--- config.mk ---
export PLATFORM = sky130hd
export DESIGN_NAME = hazard_controller
export DESIGN_NICKNAME = d
export VERILOG_FILES = /design/src/rtl/hazard_controller.sv
export SDC_FILE = /design/constraint.sdc
export NUM_CORES = 1
export LEC_CHECK = 0
export ABC_AREA = 1
export BUFFER_PORTS_ARGS = -buffer_cell sky130_fd_sc_hd__buf_2
export CAP_MARGIN = 20
export CORE_MARGIN = 10
export CORE_UTILIZATION = 40
export CTS_BUF_LIST = sky130_fd_sc_hd__clkbuf_8 sky130_fd_sc_hd__clkbuf_16
export CTS_CLUSTER_DIAMETER = 80
export DETAILED_ROUTE_END_ITERATION = 7
export SLEW_MARGIN = 25
export SYNTH_ARGS = -nofsm -noshare
export SYNTH_HDL_FRONTEND = slang
export SYNTH_SLANG_ARGS = --single-unit
export TNS_END_PERCENT = 10
--- constraint.sdc ---
create_clock -name clk -period 7.6 [get_ports clk]
set_input_delay 2.28 -clock clk [delete_from_list [all_inputs] [get_ports clk]]
set_output_delay 2.28 -clock clk [all_outputs]
set_load 0.005 [all_outputs]
--- src/rtl/hazard_controller.sv ---
// Pipeline sequencing for the 5-stage core: load-use and ID-branch operand stalls,
// cache freezes, IF/ID flush on taken transfers, stall-class state and saturating counters.
module hazard_controller #(
    parameter int CNT_W = 32
) (
    input  logic             clk,
    input  logic             rst,
    input  logic [4:0]       IF_ID_rs1,
    input  logic [4:0]       IF_ID_rs2,
    input  logic             use_rs2,
    input  logic             jalr,
    input  logic             branch,
    input  logic             branch_taken,
    input  logic [4:0]       ID_EX_rd,
    input  logic             ID_EX_regwrite,
    input  logic             ID_EX_memread,
    input  logic [4:0]       EX_MEM_rd,
    input  logic             EX_MEM_memread,
    input  logic             ICACHE_stall,
    input  logic             DCACHE_stall,
    output logic             PC_write,
    output logic             IF_ID_write,
    output logic             IF_ID_flush,
    output logic             ID_EX_bubble,
    output logic             pipe_write,
    output logic [1:0]       hz_state,
    output logic [CNT_W-1:0] stall_hz_cnt,
    output logic [CNT_W-1:0] stall_mem_cnt,
    output logic [CNT_W-1:0] flush_cnt
);

    typedef enum logic [1:0] {
        RUN    = 2'b00,
        HAZ    = 2'b01,
        FREEZE = 2'b10
    } hz_state_t;

    hz_state_t state_reg, state_next;

    logic ex_rs1_match, ex_rs2_match, mem_rs1_match, mem_rs2_match;
    logic load_use, br_hz, hazard, freeze;

    // x0 never carries a dependency; rs2 only counts when the instruction reads it
    assign ex_rs1_match  = (ID_EX_rd != 5'd0) && (ID_EX_rd == IF_ID_rs1);
    assign ex_rs2_match  = use_rs2 && (ID_EX_rd != 5'd0) && (ID_EX_rd == IF_ID_rs2);
    assign mem_rs1_match = (EX_MEM_rd != 5'd0) && (EX_MEM_rd == IF_ID_rs1);
    assign mem_rs2_match = use_rs2 && (EX_MEM_rd != 5'd0) && (EX_MEM_rd == IF_ID_rs2);

    assign load_use = ID_EX_memread && (ex_rs1_match || ex_rs2_match);
    assign br_hz    = (jalr || branch) &&
                      ((ID_EX_regwrite && ex_rs1_match) ||
                       (EX_MEM_memread && mem_rs1_match) ||
                       (branch && ((ID_EX_regwrite && ex_rs2_match) ||
                                   (EX_MEM_memread && mem_rs2_match))));
    assign hazard   = load_use || br_hz;
    assign freeze   = ICACHE_stall || DCACHE_stall;

    always_comb begin
        PC_write     = 1'b1;
        IF_ID_write  = 1'b1;
        IF_ID_flush  = 1'b0;
        ID_EX_bubble = 1'b0;
        pipe_write   = 1'b1;
        if (rst) begin
            PC_write    = 1'b0;
            IF_ID_write = 1'b0;
            pipe_write  = 1'b0;
            IF_ID_flush = 1'b1;
        end else if (freeze) begin
            PC_write    = 1'b0;
            IF_ID_write = 1'b0;
            pipe_write  = 1'b0;
        end else if (hazard) begin
            // a taken branch waits here until its operands are safe
            PC_write     = 1'b0;
            IF_ID_write  = 1'b0;
            ID_EX_bubble = 1'b1;
        end else if (branch_taken) begin
            IF_ID_flush = 1'b1;
        end
    end

    always_comb begin
        state_next = RUN;
        if (freeze)
            state_next = FREEZE;
        else if (hazard)
            state_next = HAZ;
    end

    always_ff @(posedge clk or posedge rst) begin
        if (rst)
            state_reg <= RUN;
        else
            state_reg <= state_next;
    end

    assign hz_state = state_reg;

    logic [2:0]       cnt_inc;
    logic [CNT_W-1:0] cnt_val [3];

    assign cnt_inc[0] = hazard && !freeze;
    assign cnt_inc[1] = freeze;
    assign cnt_inc[2] = IF_ID_flush && !rst;

    generate
        for (genvar gi = 0; gi < 3; gi++) begin : g_cnt
            logic [CNT_W-1:0] cnt_reg;
            always_ff @(posedge clk or posedge rst) begin
                if (rst)
                    cnt_reg <= '0;
                else if (cnt_inc[gi] && (cnt_reg != {CNT_W{1'b1}}))
                    cnt_reg <= cnt_reg + CNT_W'(1);
            end
            assign cnt_val[gi] = cnt_reg;
        end
    endgenerate

    assign stall_hz_cnt  = cnt_val[0];
    assign stall_mem_cnt = cnt_val[1];
    assign flush_cnt     = cnt_val[2];

endmodule

---- After elaboration in Yosys (flattened, before gate mapping) ----
Index checks and enable logic that the tools add are counted.
word-level totals
  register bits after elaboration ......... 98
  input port bits ......................... 31
operators by class
  $add $sub $neg .......................... 3
  equality and inequality tests ........... 7
  muxes and demuxes ....................... 14
  reduce and logical (&&, ||, !) cells .... 29
operators by type and width
  operator               count
  $add 32x1->32 const B  3
  $ne 32x32->1 const B   3
  $eq 5x5->1             4
  $logic_and 1x1->1      18
  $mux 1                 13
  $reduce_bool 5->1      2
  $logic_or 1x1->1       7
  $logic_not 1->1        2
  $mux 2                 1

---- Logic depth before layout (Yosys ltp) ----
  depth in word-level cells ............... 14
  mapped depth ............................ 15
  mapped depth without buffers ............ 14

---- Worst setup path after synthesis ----
Ideal clock, no wire load.
  path kind ............................... input to output
  from .................................... in rst
  to ...................................... out IF_ID_flush
  arrival ................................. 4734 ps
  data required time ...................... 5320 ps
  setup slack ............................. 586 ps
  stages .................................. 2
  cells stage by stage .................... inv_1 o21ai_0
between the ends
  cells in the longest elaborated chain, start to end .. 1
ends and longest elaborated chain
  what             line  source
  start, declared  7     input logic rst,
  $mux 1           64    if (rst) begin
  end, declared    23    output logic IF_ID_flush,
Every way passes these cells.

---- Final worst setup path ----
  from .................................... in ID_EX_rd[3]
  to ...................................... out IF_ID_write
between the ends
  cells in the longest elaborated chain, start to end .. 12
  elaborated cells between the ends (all ways) .. 19
  classes of those cells .................. eq/ne: 2; mux: 3; reduce/logical: 14
ends and longest elaborated chain
  what                             line    source
  start, declared                  14      input logic [4:0] ID_EX_rd,
  $reduce_bool 5->1                44, 45
  $logic_and 1x1->1 (2 in series)  45      assign ex_rs2_match = use_rs2 && (ID_EX_rd != 5'd0) && (ID_EX_rd == IF_ID_rs2);
  $logic_and 1x1->1                53      (branch && ((ID_EX_regwrite && ex_rs2_match) ||
  $logic_or 1x1->1                 53
  $logic_and 1x1->1                53
  $logic_or 1x1->1                 52      (EX_MEM_memread && mem_rs1_match) ||
  $logic_and 1x1->1                50      assign br_hz = (jalr || branch) &&
  $logic_or 1x1->1 (*)             55      assign hazard = load_use || br_hz;
  $mux 1 (*)                       73      end else if (hazard) begin
  $mux 1 (*)                       69      end else if (freeze) begin
  $mux 1 (*)                       64
  end, declared                    22      output logic IF_ID_write,
Every way passes the cells marked *; elsewhere a longest branch is shown, timed or not.

==> impl_metrics.tcl <==
set metrics [dict create \
    core_area_um2 16500 \
    postRouteAntennaNets 0 \
    place.gp.congestion 0.897 \
    cts_tree "yes" \
    via_count 6508 \
    antenna_found_initial 0 \
    wl_mm 19.4 \
    power_density_nw_per_um2 162 \
    grt_max_degree 66 \
    synth_edf_count 0 \
    worst_ep_arrival_time_ps 3980 \
    portBuffers 133 \
    worstHoldPathType "reg2reg" \
    clk_latency_ps 350 \
    intPower_w 0.000906 \
    finalCriticalPeriod_ps 6260 \
    setup.worst_path.end_class "output port" \
    start_util_pct 40.6 \
    drive_above_1_share_pct 16.9 \
    ys_warn_count 0 \
    synth_area_um2 6710 \
    pin_count 134 \
    synth_simple_gate_area_share_pct 42.9 \
    cts_resized 0 \
    h-tree-depth 3 \
    yosysTopAreaCellShare_pct 36.5 \
    max_freq_ghz 0.160 \
    synth.largest_area_cell "dfrtp_1" \
    p_total_w 0.00127 \
    syn_nets 984 \
    wl_per_cell_um 15.0 \
    die_x_um 150 \
    path_buf_inv 3 \
    via_per_inst 5.03 \
    critical_path.max_fanout 37 \
    cp_top_family "simple AND/OR/NAND/NOR gates" \
    synthAdderAreaFrac_pct 0.559 \
    combPwrFrac_pct 14.5 \
    ys_ff_latch 98 \
    cts_buffers 9 \
    synth-seq-area-share_pct 36.5 \
    cts_sinks 98 \
    status "completed" \
    synth_top_family_by_area "simple AND/OR/NAND/NOR gates" \
    die_y_um 150 \
    avgSynthCellArea_um2 7.07 \
    grt_overflow 0 \
    setup_viol 0 \
    r2r_setup_slack_ps 5000 \
    first_global_vias 6279 \
    postCtsSetupBuffers 0 \
    crit_required_ps 5320 \
    finalHoldViolCount 0 \
    grt_use_total_pct 17.3 \
    synthXorXnorAreaFrac_pct 12.3 \
    skew_ps 6.74 \
    die-area_um2 22400 \
    tns_ps 0 \
    relSlewSlack_pct 43.8 \
    hpwl_mm 14.7 \
    placementRows 47 \
    crit_slowest_cell "nor3_1" \
    fin_hold_ws_ps 516 \
    leakage_nw 4.05 \
    power_frac_seq_pct 47.1 \
    synth_cells 950 \
    muxShareOfSynthArea_pct 0 \
    area_growth_syn_to_layout_pct 16.5 \
    tightest_slew_ps 843 \
    max_stage_delay_ps 410 \
    synth_compound_area_share_pct 0.857 \
    switchingPower_w 0.000361 \
    critPathKind "in2out" \
    ys_types 33 \
    final_net_count 1105 \
    clk_path_buf_depth 2 \
    synth_common_cells "348 x nand2_1, 102 x nor2_1, 98 x dfrtp_1" \
    grt_pass1_wl_mm 32.1 \
    rsz0062_at_grt "no" \
    peakVddDrop_mv 0.107 \
    drtPass1Iterations 5 \
    critPathLaunchType "input port" \
    drcViolationCount 0 \
    swShare_pct 28.5 \
    postSynth.asyncResetShare_pct 100 \
    ys_dominant_reg_cell "dfrtp_1" \
    antenna_cells 0 \
    cts-root-buf "clkbuf_16" \
    drt_iter0_drc 427 \
    min_period_over_period_pct 82.4 \
    yosysMostFrequentCell "nand2_1" \
    drv_cap 0 \
    hold_buffers 0 \
    slew_viol_final 0 \
    synthTopCellsByArea "dfrtp_1 37%, nand2_1 19%, xor2_1 8.1%" \
    path_clk_slew_ps 60 \
    crit_path_cell_trace "buf_2, inv_1, nand3_1, nor2_1, nor2_1, nand3_1, nand2_1, nand2_1, nand3_4, nor3_1, buf_2" \
    clkPwrFrac_pct 38.4 \
]
[logic make-up after synthesis]
group,Yosys count
compound gates,10
xor+xnor,94
fa+ha+maj,3
buf+inv,103
flops,98
simple gates,642
[power by group through the flow]
stage | sequential (W) | clock [W] | combinational, W
after floorplan | 0.000598 | 0 | 0.000114
after global placement | 0.000605 | 0 | 0.000184
after detailed placement | 0.000606 | 0 | 0.000188
after CTS | 0.000596 | 0.000505 | 0.000188
after global routing | 0.000601 | 0.000525 | 0.000215
final | 0.000596 | 0.000487 | 0.000184
[placed cells by master, fill, tap and decap left out, types with 4 or more instances in the layout]
master	Yosys	routed
buf_2	14	133
buf_4	1	5
clkbuf_16	0	9
dfrtp_1	98	98
inv_1	71	70
nand2_1	348	348
nand3_1	35	35
nand4_1	81	81
nor2_1	102	102
nor2_2	5	5
nor3_1	44	44
nor3_2	5	5
nor4_1	4	4
o21ai_0	5	5
xnor2_1	32	32
xor2_1	62	62
[layer usage]
metal	GRT usage, %	vias to the layer above	routed length (um)
met3	3.41	18	958
met5	0	-	0
met1	24.3	3028	9510
li1	-	3299	-
met2	26.4	163	8670
met4	4.66	0	244
[registers in the layout, summed over array words and instances, names as in the netlist]
| name | cells |
|---|---|
| hz_state | 2 |
| flush_cnt | 32 |
| stall_mem_cnt | 32 |
| stall_hz_cnt | 32 |
[path summary, 6_finish.rpt]
check                                 start          endpoint  cells after the start
max in group asynchronous               rst   stall_hz_cnt[0]                      3
max                             ID_EX_rd[3]       IF_ID_write                     11
min in group asynchronous               rst     flush_cnt[10]                      2
min                        stall_mem_cnt[7]  stall_mem_cnt[7]                      1
min reg2reg                stall_mem_cnt[7]  stall_mem_cnt[7]                      1
max reg2reg                 stall_hz_cnt[0]  stall_hz_cnt[24]                     10
[layout make-up]
class	instances	area (um2)
Tap cell	220	275
Clock buffer	9	225
Sequential cell	98	2450
Timing Repair Buffer	138	703
Clock inverter	6	82.6
Inverter	75	284
Multi-Input combinational cell	749	3800
Fill cell	1742	8700
[through the flow]
step           setup WS (ps)  cell area [um2]  cells  utilization (%)
4_1_cts                 1340             7820   1295             47.3
3_5_place_dp            1330             7510   1280             45.5
2_1_floorplan            586             6710    950                -
5_1_grt                 1100             7820   1295             47.3
6_report                1340             7820   1295             47.3
3_3_place_gp            1390             7510   1280             45.5
No activity file was read; power rests on OpenSTA's default activity.
